==> src/rtl/uart_pkg.sv <==
// uart_pkg: shared control-register bit indices, frame state encoding and defaults
//    CTRL_SEND_BIT / CTRL_NEW_RX_BIT : bit positions in the 32-bit control register
//    frame_state_e                   : frame sequencer states (PARITY used only with UART_PARITY_EN)
//    DEFAULT_BAUD_DIV                : 10 MHz / 9600 baud, rounded
package uart_pkg;
   localparam int CTRL_SEND_BIT    = 0;
   localparam int CTRL_NEW_RX_BIT  = 1;
   localparam int DEFAULT_BAUD_DIV = 1042;
   typedef enum logic [2:0] {
      ST_IDLE   = 3'd0,
      ST_START  = 3'd1,
      ST_DATA   = 3'd2,
      ST_PARITY = 3'd3,
      ST_STOP   = 3'd4,
      ST_DONE   = 3'd5
   } frame_state_e;
   function automatic logic [31:0] clear_send(input logic [31:0] ctrl);
      return ctrl & ~(32'd1 << CTRL_SEND_BIT);
   endfunction
endpackage

==> src/rtl/uart_baud_cnt.sv <==
// uart_baud_cnt: loadable down-counter producing a one-cycle bit_done tick
//    clk_i      : clock
//    rst_i      : synchronous active-high reset, clears the count
//    load_i     : load load_val_i (takes priority over counting)
//    load_val_i : reload value, one less than the cycles per bit
//    en_i       : count enable; also qualifies the tick
//    bit_done_o : high for the cycle in which an enabled count sits at zero
module uart_baud_cnt #(
   parameter int CNT_W = 16
) (
   input  logic             clk_i,
   input  logic             rst_i,
   input  logic             load_i,
   input  logic [CNT_W-1:0] load_val_i,
   input  logic             en_i,
   output logic             bit_done_o
);
   logic [CNT_W-1:0] cnt_q, cnt_d;
   always_comb cnt_d = load_i ? load_val_i : (en_i && cnt_q != '0) ? cnt_q - 1'b1 : cnt_q;
   always_ff @(posedge clk_i) begin
      if (rst_i) cnt_q <= '0;
      else cnt_q <= cnt_d;
   end
   assign bit_done_o = en_i && (cnt_q == '0);
endmodule

==> src/rtl/uart_tx_ctrl.sv <==
// uart_tx_ctrl: serializes the TX data byte when SEND is set, then clears SEND by read-modify-write
//    clk_i       : system clock
//    rst_i       : synchronous active-high reset
//    ctrl_i      : control register value (bit0 SEND, bit1 NEW_RX)
//    data_i      : TX data register, low DATA_W bits are sent
//    ctrl_wr_o   : one-cycle write strobe into the control register
//    ctrl_data_o : write-back value, ctrl_i with SEND cleared
//    tx_o        : serial line, idle high
//    busy_o      : frame in progress
// Build option: UART_PARITY_EN adds an even-parity bit between data and stop.
module uart_tx_ctrl
   import uart_pkg::*;
#(
   parameter int BAUD_DIV = DEFAULT_BAUD_DIV,
   parameter int DATA_W   = 8
) (
   input  logic        clk_i,
   input  logic        rst_i,
   input  logic [31:0] ctrl_i,
   input  logic [31:0] data_i,
   output logic        ctrl_wr_o,
   output logic [31:0] ctrl_data_o,
   output logic        tx_o,
   output logic        busy_o
);
   localparam int BW = (DATA_W > 1) ? $clog2(DATA_W) : 1;
   localparam logic [BW-1:0] LAST_BIT = BW'(DATA_W - 1);
   localparam logic [15:0] RELOAD = 16'(BAUD_DIV - 1);
   localparam logic [2:0] S_IDLE  = ST_IDLE;
   localparam logic [2:0] S_START = ST_START;
   localparam logic [2:0] S_DATA  = ST_DATA;
   localparam logic [2:0] S_STOP  = ST_STOP;
   localparam logic [2:0] S_DONE  = ST_DONE;
`ifdef UART_PARITY_EN
   localparam logic [2:0] S_PARITY     = ST_PARITY;
   localparam logic [2:0] S_AFTER_DATA = S_PARITY;
`else
   localparam logic [2:0] S_AFTER_DATA = S_STOP;
`endif
   logic [2:0]        state_q, state_d;
   logic [BW-1:0]     bit_q, bit_d;
   logic [DATA_W-1:0] sh_q, sh_d;
   logic              tx_q, tx_d, busy_q, wr_q;
   logic [31:0]       wdata_q;
   logic              start, in_bit, bit_done;
   logic              unused_data;
   assign unused_data = ^(data_i >> DATA_W);
   // The write-back lands in the register one edge after wr_q rises, so IDLE
   // must not act on the stale SEND it still sees during that cycle.
   assign start  = (state_q == S_IDLE) && ctrl_i[CTRL_SEND_BIT] && !wr_q;
   assign in_bit = (state_q != S_IDLE) && (state_q != S_DONE);
   uart_baud_cnt #(.CNT_W(16)) u_baud (
      .clk_i      (clk_i),
      .rst_i      (rst_i),
      .load_i     (start || bit_done),
      .load_val_i (RELOAD),
      .en_i       (in_bit),
      .bit_done_o (bit_done)
   );
`ifdef UART_PARITY_EN
   logic par_q;
   always_ff @(posedge clk_i) begin
      if (rst_i) par_q <= 1'b0;
      else if (start) par_q <= ^data_i[DATA_W-1:0];
   end
`endif
   always_comb begin
      state_d = state_q;
      bit_d   = bit_q;
      sh_d    = sh_q;
      case (state_q)
         S_IDLE: begin
            if (start) begin
               state_d = S_START;
               sh_d    = data_i[DATA_W-1:0];
            end
         end
         S_START: state_d = bit_done ? S_DATA : state_q;
         S_DATA: begin
            if (bit_done) begin
               sh_d    = sh_q >> 1;
               bit_d   = (bit_q == LAST_BIT) ? '0 : bit_q + 1'b1;
               state_d = (bit_q == LAST_BIT) ? S_AFTER_DATA : state_q;
            end
         end
`ifdef UART_PARITY_EN
         S_PARITY: state_d = bit_done ? S_STOP : state_q;
`endif
         S_STOP: state_d = bit_done ? S_DONE : state_q;
         S_DONE: state_d = S_IDLE;
         default: state_d = S_IDLE;
      endcase
   end
   // Line level follows the state one edge later, giving the registered
   // one-cycle latency from SEND to the start bit.
   always_comb tx_d = (state_q == S_START) ? 1'b0 :
                      (state_q == S_DATA)  ? sh_q[0] :
`ifdef UART_PARITY_EN
                      (state_q == S_PARITY) ? par_q :
`endif
                      1'b1;
   always_ff @(posedge clk_i) begin
      if (rst_i) begin
         state_q <= S_IDLE;
         bit_q   <= '0;
         sh_q    <= '0;
         tx_q    <= 1'b1;
         busy_q  <= 1'b0;
         wr_q    <= 1'b0;
         wdata_q <= '0;
      end else begin
         state_q <= state_d;
         bit_q   <= bit_d;
         sh_q    <= sh_d;
         tx_q    <= tx_d;
         busy_q  <= state_q != S_IDLE;
         wr_q    <= state_q == S_DONE;
         if (state_q == S_DONE) wdata_q <= clear_send(ctrl_i);
      end
   end
   assign tx_o        = tx_q;
   assign busy_o      = busy_q;
   assign ctrl_wr_o   = wr_q;
   assign ctrl_data_o = wdata_q;
endmodule

==> config.mk <==
export PLATFORM = sky130hd
export DESIGN_NAME = uart_tx_ctrl
export DESIGN_NICKNAME = d
export VERILOG_FILES = /design/src/rtl/uart_pkg.sv /design/src/rtl/uart_baud_cnt.sv /design/src/rtl/uart_tx_ctrl.sv
export SDC_FILE = /design/constraint.sdc
export NUM_CORES = 1
export LEC_CHECK = 0
export CAP_MARGIN = 30
export CORE_ASPECT_RATIO = 1.1
export CORE_MARGIN = 5
export CORE_UTILIZATION = 45
export CTS_BUF_LIST = sky130_fd_sc_hd__clkbuf_4 sky130_fd_sc_hd__clkbuf_8 sky130_fd_sc_hd__clkbuf_16
export DETAILED_ROUTE_END_ITERATION = 10
export DONT_BUFFER_PORTS = 1
export PLACE_DENSITY = 0.62
export SYNTH_ARGS = -nofsm -noshare
export SYNTH_HDL_FRONTEND = slang
export SYNTH_SLANG_ARGS = --single-unit
==> constraint.sdc <==
create_clock -name clk_i -period 2.4 [get_ports clk_i]
set_clock_uncertainty 0.1 [all_clocks]
set_input_delay 0.48 -clock clk_i [delete_from_list [all_inputs] [get_ports clk_i]]
set_output_delay 0.48 -clock clk_i [all_outputs]
set_load 0.01 [all_outputs]
==> impl_metrics.csv, run 1 <==
group,metric,value,unit
finish,antenna_cells,0,
clock_network,clock-sinks,64,
place,dp_hpwl,4321,um
run,drv_cap,0,
timing,tightest_slew,0.8944,ns
synthesis,synth_seq_cells,64,
global_routing,grt_pass1_wl,9915,um
timing,hold_viol,0,
synthesis,syn-cell-area,2806,um^2
die,fp-row-count,30,
clock_network,clk_pin_slew,0.08,ns
critical_path,crit_chain,"xor2_2 > nor2_1 > o31ai_2 > buf_4 > a21oi_1",
critical_path,path_class,"reg2reg",
finish,nNetsFinal,397,
die,die-height,92.83,um
finish,final_cell_mix,"70 x nand2_1, 64 x dfxtp_1, 58 x a21oi_1, 11 x inv_1, 11 x nor2_1",
die,initial_utilization,45.87,%
routing,drt-total-wl,6129,um
die,fp.dieW,85.30,um
synthesis,yosys_warnings,0,
routing,vias_per_cell,5.525,
synthesis,synth_cell_types,49,
critical_path,required,2.55,ns
global_routing,grt.total_usage,15.59,%
power_and_ir_drop,p_leak,1.090,nW
clock_network,clock_tree.root_cell,"clkbuf_8",
power_and_ir_drop,swShare,37.06,%
die,dieArea,7918,um^2
routing,vias,2282,
timing,final.min_clock_period,2.100,ns
clock_network,ctsHoldBuffers,0,
place,gp_congestion,0.7523,
finish,fin_area,3088,um^2
place,port_buffers,0,
synthesis,synth_cells,332,
finish,n_fill_cell,611,
synthesis,synth_enable_flop_cells,0,
routing,drc,0,
power_and_ir_drop,switchingPower,1.379,mW
routing,drtIter0Drc,132,
power_and_ir_drop,seqPwrFrac,36.3,%
power_and_ir_drop,power,3.722,mW
synthesis,synth_ff_type,"dfxtp_1",
critical_path,slowest_delay,0.71,ns
synthesis,ys_seq_area_share,45.65,%
power_and_ir_drop,power_frac_comb,36.0,%
global_routing,grt_overflow,0,
timing,finalSetupViolCount,0,
clock_network,cts.htree.levels,3,
timing,fmax,0.4762,GHz
synthesis,syn-num-nets,401,
routing,firstDrtPassIters,4,
finish,drive_gt1_share,13.51,%
power_and_ir_drop,internal_power,2.342,mW
timing,rsz0062_at_grt,"no",
die,io_pins,101,
timing,fin_crit_sh,87.50,%
clock_network,postCtsResizedCells,0,
finish,syn_to_final_growth,10.03,%
clock_network,clkLatencyLatePin,0.33,ns
synthesis,async_reset_ff_share,0,%
finish,final_common_cell,"nand2_1",
global_routing,grt_max_degree,52,
routing,met1_length,2512,um
clock_network,cts_buffers,9,
finish,regArea,1281,um^2
routing,top_layer,"met4",
finish,multi_input_area,1356,um^2
critical_path,cp_slowest_cell,"nor2_1",
critical_path,crit_arrival,2.25,ns
power_and_ir_drop,ir_worst_vdd,0.0003992,V
timing,fin_tns_setup,0,ns
hold_path,hp-class,"in2reg",
power_and_ir_drop,p_per_area,1205,nW/um^2
synthesis,syn_avg_cell_area,8.453,um^2
global_routing,grt_pass1_vias,2157,
timing,slew_violations,0,
timing,maxSlewHeadroom,40.16,%
clock_network,cts_tree,"built",
critical_path,crit_path_end_kind,"flop",
clock_network,postCtsSetupBuffers,0,
routing,postRouteAntennaNets,0,
power_and_ir_drop,clockPowerShare,27.7,%
clock_network,clk_path_buf_depth,2,
die,core,6118,um^2
place,placed_area,2859,um^2
routing,post_drt_wl_per_cell,14.84,um
critical_path,path_max_fanout,15,
critical_path,critPathLaunchType,"flop",
routing,route.met2.wl,3154,um
run_status,run_status,"completed",
timing,hold_ws,0.09806,ns
global_routing,antenna_found_initial,0,
routing,dr_wl_met3,384,um
power by group through the flow:
stage | combinational (mW) | sequential [mW] | clock, mW
finish | 1.34 | 1.35 | 1.03
global route | 1.50 | 1.38 | 1.11
CTS | 1.35 | 1.35 | 1.06
detailed placement | 1.34 | 1.37 | 0
global placement | 1.32 | 1.37 | 0
floorplan | 1.14 | 1.31 | 0
cells in the mapped netlist, types with 4 or more instances:
master | instances | area (um^2)
nand2_1 | 70 | 262.8
dfxtp_1 | 64 | 1281
a21oi_1 | 58 | 290.3
clkbuf_1 | 15 | 56.30
inv_1 | 11 | 41.29
nor2_1 | 11 | 41.29
o21ai_0 | 8 | 40.04
o221a_2 | 7 | 78.83
o31ai_1 | 7 | 52.55
or4_1 | 7 | 52.55
buf_2 | 5 | 25.02
nor2b_1 | 5 | 31.28
or3_1 | 5 | 31.28
a31oi_1 | 4 | 25.02
and2_1 | 4 | 25.02
sequential cells by signal (all words and copies together) (netlist names):
register	flops
tx_o	1
busy_o	1
state_q	3
u_baud.cnt_q	16
ctrl_wr_o	1
sh_q	8
bit_q	3
ctrl_data_o	31
per-layer routing:
layer | vias up | track usage, %
met1 | 1065 | 16.64
li1 | 1159 | -
met2 | 52 | 27.40
met4 | 0 | 8.311
met3 | 6 | 4.537
met5 | - | 0
metrics by stage:
step	setup slack, ns	cells	util (%)
6_report	0.3001	413	50.47
5_1_grt	0.09885	413	50.47
4_1_cts	0.2843	413	50.47
3_5_place_dp	0.2963	397	46.73
3_3_place_gp	0.3401	397	46.73
2_1_floorplan	0.5136	332	-
critical path, delay by kind of cell, from the launching register on:
family	cells	cell delay (ns)
XOR/XNOR	1	0.19
AND/OR/NAND/NOR	1	0.71
flip-flops	1	0.56
buffers and inverters	1	0.22
AO/OA/AOI/OAI	2	0.25
kinds of logic after synthesis:
kind of cell | share of synthesized area [%]
simple gates | 22.47
compound gates | 23.09
flops | 45.65
buf+inv | 6.019
fa+ha+maj | 1.338
xor+xnor | 0.8919
other cells | 0.1336
mux | 0.4012
final cells by class:
cell class,count,area share (%)
inverters,11,1.337
clock inverters,7,3.404
well taps,80,3.241
clock buffers,9,4.011
flip-flops and latches,64,41.49
repair buffers,9,2.593
multi-input cells,233,43.92
worst paths after layout:
check                           cells after the start  startpoint  slack [ns]         endpoint
worst min register to register                      2    bit_q[1]        0.38         bit_q[1]
worst max-delay path                                5  state_q[2]        0.30  u_baud.cnt_q[8]
worst min-delay path                                1       rst_i         0.1  ctrl_data_o[17]
worst max register to register                      5  state_q[2]        0.30  u_baud.cnt_q[8]
No activity file was read; power rests on OpenSTA's default activity.
==> inputs of run 2 (changes only) <==
--- a/config.mk
+++ b/config.mk
@@ -10,9 +10,11 @@
 export CORE_MARGIN = 5
 export CORE_UTILIZATION = 45
 export CTS_BUF_LIST = sky130_fd_sc_hd__clkbuf_4 sky130_fd_sc_hd__clkbuf_8 sky130_fd_sc_hd__clkbuf_16
+export CTS_CLUSTER_SIZE = 10
 export DETAILED_ROUTE_END_ITERATION = 10
 export DONT_BUFFER_PORTS = 1
 export PLACE_DENSITY = 0.62
+export SKIP_CTS_REPAIR_TIMING = 1
 export SYNTH_ARGS = -nofsm -noshare
 export SYNTH_HDL_FRONTEND = slang
 export SYNTH_SLANG_ARGS = --single-unit
==> constraint.sdc (replaced) <==
create_clock -name clk_i -period 2.1 [get_ports clk_i]
set_clock_uncertainty 0.1 [all_clocks]
set_input_delay 0.42 -clock clk_i [delete_from_list [all_inputs] [get_ports clk_i]]
set_output_delay 0.42 -clock clk_i [all_outputs]
set_load 0.01 [all_outputs]
==> run 2 against run 1 <==
Net effect: core utilization up 1.6 points; cell area increased by 3.2%; hold slack worse by 0.063 ns; flip-flop and latch count is the same; wire length rose by 4.1%; critical path depth down 1; combinational power rose by 31%; via count grew 3.2%; sequential power up 13%; power grew 24%; first-iteration DRC count is 17% lower; sequential share of layout area fell by 1.3 points; critical path type unchanged; largest power group is now combinational logic.
==> impl_metrics.csv, run 2 (same netlist as run 1, synthesis figures left out) <==
group,metric,value,unit
routing,vias_per_cell,5.583,
finish,n_fill_cell,597,
finish,drive_gt1_share,16.37,%
finish,syn_to_final_growth,13.55,%
place,port_buffers,0,
run,drv_cap,0,
global_routing,grt_pass1_vias,2256,
routing,drt-total-wl,6380,um
power_and_ir_drop,internal_power,2.982,mW
place,dp_hpwl,4332,um
routing,postRouteAntennaNets,0,
place,dp.cells,406,
global_routing,grt_pass1_wl,10430,um
finish,final_cells,422,
clock_network,clk_path_buf_depth,2,
timing,fmax,0.5085,GHz
clock_network,clock-sinks,64,
power_and_ir_drop,p_leak,1.148,nW
power_and_ir_drop,p_per_area,1448,nW/um^2
finish,fin_area,3187,um^2
place,placed_area,2914,um^2
clock_network,clkLatencyLatePin,0.34,ns
clock_network,cts_buffers,9,
timing,finalSetupViolCount,0,
global_routing,grt_overflow,0,
finish,final_cell_mix,"70 x nand2_1, 64 x dfxtp_1, 58 x a21oi_1, 18 x buf_4",
clock_network,clock_tree.root_cell,"clkbuf_8",
timing,final.min_clock_period,1.967,ns
power_and_ir_drop,seqPwrFrac,33.2,%
finish,largest_reg_flops,31,
critical_path,path_class,"reg2reg",
clock_network,clk_pin_slew,0.08,ns
run_status,run_status,"completed",
critical_path,crit_arrival,2.14,ns
power_and_ir_drop,ir_worst_vdd,0.0005018,V
clock_network,cts_tree,"built",
routing,firstDrtPassIters,5,
critical_path,path_max_fanout,7,
routing,drtIter0Drc,110,
routing,vias,2356,
power_and_ir_drop,clockPowerShare,28.6,%
clock_network,cts.htree.levels,3,
finish,fin_util,52.09,%
critical_path,ff2ff_setup_slack,0.13,ns
timing,maxSlewHeadroom,38.85,%
finish,final_common_cell,"nand2_1",
die,fp.dieW,85.30,um
die,die-height,92.83,um
timing,fin_crit_sh,93.65,%
routing,post_drt_wl_per_cell,15.12,um
power_and_ir_drop,swShare,35.37,%
die,initial_utilization,45.87,%
die,core,6118,um^2
power_and_ir_drop,power_frac_comb,38.2,%
global_routing,antenna_found_initial,0,
timing,rsz0062_at_grt,"yes",
global_routing,grt.total_usage,16.44,%
die,dieArea,7918,um^2
die,fp-row-count,30,
timing,hold_viol,0,
place,gp_congestion,0.7899,
finish,nNetsFinal,406,
power_and_ir_drop,power,4.614,mW
critical_path,crit_path_end_kind,"flop",
global_routing,grt_max_degree,52,
timing,tightest_slew,0.9139,ns
routing,drc,0,
finish,antenna_cells,0,
power_and_ir_drop,switchingPower,1.632,mW
critical_path,required,2.28,ns
critical_path,critPathLaunchType,"flop",
timing,slew_violations,0,
die,io_pins,101,
hold_path,hp-class,"in2reg",
-- run 2: final timing paths --
kind                          from  depth (start not counted)               end
setup / recovery  u_baud.cnt_q[10]                          4  u_baud.cnt_q[15]
hold reg to reg           bit_q[1]                          2          bit_q[1]
setup reg to reg  u_baud.cnt_q[10]                          4  u_baud.cnt_q[15]
hold / removal               rst_i                          1   ctrl_data_o[18]
-- run 2: per-stage QoR --
stage	setup TNS [ns]	hold WS [ns]	worst slack [ns]
2_1_floorplan	0	0.3533	0.2136
3_3_place_gp	0	0.3647	0.06871
3_5_place_dp	0	0.3650	0.03176
4_1_cts	0	0.02580	0.01088
5_1_grt	-0.00006861	0.01755	-0.00006861
6_report	0	0.03464	0.1333
-- run 2: critical path, stage by stage, from the launching register on --
cell	delay, ns
dfxtp_1	0.37
or4_4	0.56
or3_1	0.34
or4_1	0.40
a21oi_1	0.14
-- run 2: per-layer routing --
metal	track usage (%)	wire length, um	up-vias
li1	-	-	1183
met2	27.53	3248	67
met4	7.520	91	0
met5	0	0	-
met1	18.71	2600	1098
met3	5.605	439	8
-- run 2: area by class of cell --
type,instances,area (um^2),area share [%]
inverters,11,41.29,1.296
clock buffers,10,137.6,4.319
repair buffers,18,135.1,4.240
clock inverters,6,113.9,3.573
flip-flops and latches,64,1281,40.20
multi-input cells,233,1378,43.23
well taps,80,100.1,3.141
-- run 2: power by group through the flow --
stage	logic, mW	registers (mW)	clock network, mW
finish	1.76	1.53	1.32
global route	2.00	1.55	1.40
CTS	1.71	1.52	1.34
detailed placement	1.69	1.55	0
global placement	1.67	1.54	0
floorplan	1.31	1.50	0
==> inputs of run 3 (changes only) <==
--- a/config.mk
+++ b/config.mk
@@ -6,14 +6,16 @@
 export NUM_CORES = 1
 export LEC_CHECK = 0
 export CAP_MARGIN = 30
+export CELL_PAD_IN_SITES_DETAIL_PLACEMENT = 2
+export CELL_PAD_IN_SITES_GLOBAL_PLACEMENT = 2
 export CORE_ASPECT_RATIO = 1.1
 export CORE_MARGIN = 5
-export CORE_UTILIZATION = 45
+export CORE_UTILIZATION = 35
 export CTS_BUF_LIST = sky130_fd_sc_hd__clkbuf_4 sky130_fd_sc_hd__clkbuf_8 sky130_fd_sc_hd__clkbuf_16
 export CTS_CLUSTER_SIZE = 10
 export DETAILED_ROUTE_END_ITERATION = 10
 export DONT_BUFFER_PORTS = 1
-export PLACE_DENSITY = 0.62
+export PLACE_DENSITY = 0.8
 export SKIP_CTS_REPAIR_TIMING = 1
 export SYNTH_ARGS = -nofsm -noshare
 export SYNTH_HDL_FRONTEND = slang
==> run 3 against run 2 <==
Net effect: setup slack got worse by 0.057 ns; flip-flop and latch count unchanged; count of clock-buffer cells in the layout unchanged; combinational power increased by 8%; critical endpoint unchanged.
==> impl_metrics.csv, run 3 (same netlist as run 1, synthesis figures left out) <==
group,metric,value,unit
critical_path,required,2.27,ns
critical_path,ff2ff_setup_slack,0.08,ns
timing,fmax,0.4942,GHz
clock_network,clkLatencyLatePin,0.34,ns
timing,finalSetupViolCount,0,
critical_path,worstReg2RegEnd,"u_baud.cnt_q[15]",
routing,drtIter0Drc,44,
routing,drt-total-wl,7789,um
die,fp.dieW,95.38,um
global_routing,grt.busiest_layer,"met2",
finish,fin_util,40.46,%
critical_path,reg2reg_from,"u_baud.cnt_q[10]",
finish,drive_gt1_share,17.20,%
finish,regArea,1281,um^2
critical_path,crit_path_end_kind,"flop",
hold_path,min_path_cells,1,
clock_network,clock_tree.root_cell,"clkbuf_8",
finish,n_fill_cell,895,
die,dieArea,9911,um^2
timing,final.min_clock_period,2.024,ns
timing,rsz0062_at_grt,"no",
routing,firstDrtPassIters,4,
timing,slew_violations,0,
die,fp-row-count,34,
finish,largest_reg_flops,31,
place,port_buffers,0,
clock_network,clock-sinks,64,
clock_network,cts_tree,"built",
critical_path,reg2regPathDepth,4,
hold_path,hp-class,"in2reg",
global_routing,groute.layer.met1.usage,18.48,%
finish,multi_input_area,1371,um^2
die,core,7870,um^2
power_and_ir_drop,power,4.506,mW
power_and_ir_drop,ir_worst_vdd,0.0004390,V
timing,setup_slack,0.07632,ns
timing,hold_viol,0,
global_routing,grt_use_met2,28.01,%
timing,tightest_slew,0.5707,ns
place,place_ws,-0.002690,ns
global_routing,antenna_found_initial,0,
critical_path,path_max_fanout,7,
timing,maxSlewHeadroom,61.91,%
power_and_ir_drop,p_leak,1.135,nW
die,io_pins,101,
routing,drc,0,
routing,vias,2424,
finish,final_common_cell,"nand2_1",
finish,antenna_cells,0,
clock_network,cts.htree.levels,3,
global_routing,grt_overflow,0,
run_status,run_status,"completed",
finish,syn_to_final_growth,13.46,%
clock_network,cts_buffers,9,
die,die-height,103.9,um
clock_network,clk_path_buf_depth,2,
power_and_ir_drop,p_per_area,1415,nW/um^2
critical_path,critPathLaunchType,"flop",
global_routing,grt_max_degree,52,
finish,final_cell_mix,"70 x nand2_1, 64 x dfxtp_1, 58 x a21oi_1, 18 x buf_4, 11 x inv_1",
place,gp_congestion,0.7639,
routing,post_drt_wl_per_cell,17.27,um
clock_network,clk_pin_slew,0.08,ns
routing,vias_per_cell,5.375,
place,dp_hpwl,5604,um
critical_path,crit_arrival,2.20,ns
critical_path,path_class,"reg2reg",
place,dp.cells,435,
global_routing,grt_pass1_vias,2585,
timing,fin_crit_sh,96.37,%
global_routing,grt_pass1_wl,12700,um
die,initial_utilization,35.66,%
finish,final_cells,451,
routing,postRouteAntennaNets,0,
global_routing,grt_use_met3,4.197,%
hold_path,hold_end,"ctrl_data_o[16]",
hold_path,hp-start,"rst_i",
finish,nNetsFinal,407,
run,drv_cap,0,
global_routing,grt.total_usage,16.13,%
-- run 3: worst max path at each step --
stage	startpoint	endpoint	slack, ns	cells past startpoint
floorplan	u_baud.cnt_q[0]	u_baud.cnt_q[3]	0.21	7
global placement	u_baud.cnt_q[0]	u_baud.cnt_q[10]	0.09	6
detailed placement	u_baud.cnt_q[0]	u_baud.cnt_q[14]	-0.003	7
CTS	u_baud.cnt_q[0]	u_baud.cnt_q[10]	-0.12	6
global route	u_baud.cnt_q[10]	u_baud.cnt_q[15]	0.004	4
finish	u_baud.cnt_q[10]	u_baud.cnt_q[15]	0.08	4
-- run 3: worst max-delay path: stages (launching register included) --
cell and delay [ns]:
dfxtp_1 0.38, or4_4 0.58, or3_1 0.34, or4_1 0.41
a21oi_1 0.15
-- run 3: area by class of cell --
cell class	instances	area share, %
Inverter	11	1.297
Multi-Input combinational cell	233	43.07
Tap cell	108	4.244
Clock inverter	6	2.161
Clock buffer	10	4.126
Timing Repair Buffer	19	4.872
Sequential cell	64	40.24
-- run 3: per-layer routing --
metal / wire [um] / vias to the layer above
li1: - / 1183
met1: 3226 / 1178
met2: 3959 / 51
met4: 135 / 0
met5: 0 / -
met3: 467 / 12
-- run 3: metrics by stage --
step	hold slack, ns	cell area [um^2]	setup TNS (ns)
finish	0.03428	3184	0
floorplan	0.3533	2806	0
global route	0.009127	3184	0
detailed placement	0.3742	2969	-0.002690
global placement	0.3621	2969	0
CTS	0.01551	3169	-0.1597
-- run 3: where the power goes --
| part | leakage (nW) | switching (mW) | internal, mW |
|---|---|---|---|
| clock | 0.100 | 0.497 | 0.567 |
| sequential | 0.519 | 0.173 | 1.37 |
| combinational | 0.516 | 1.08 | 0.817 |
| total | 1.14 | 1.75 | 2.76 |
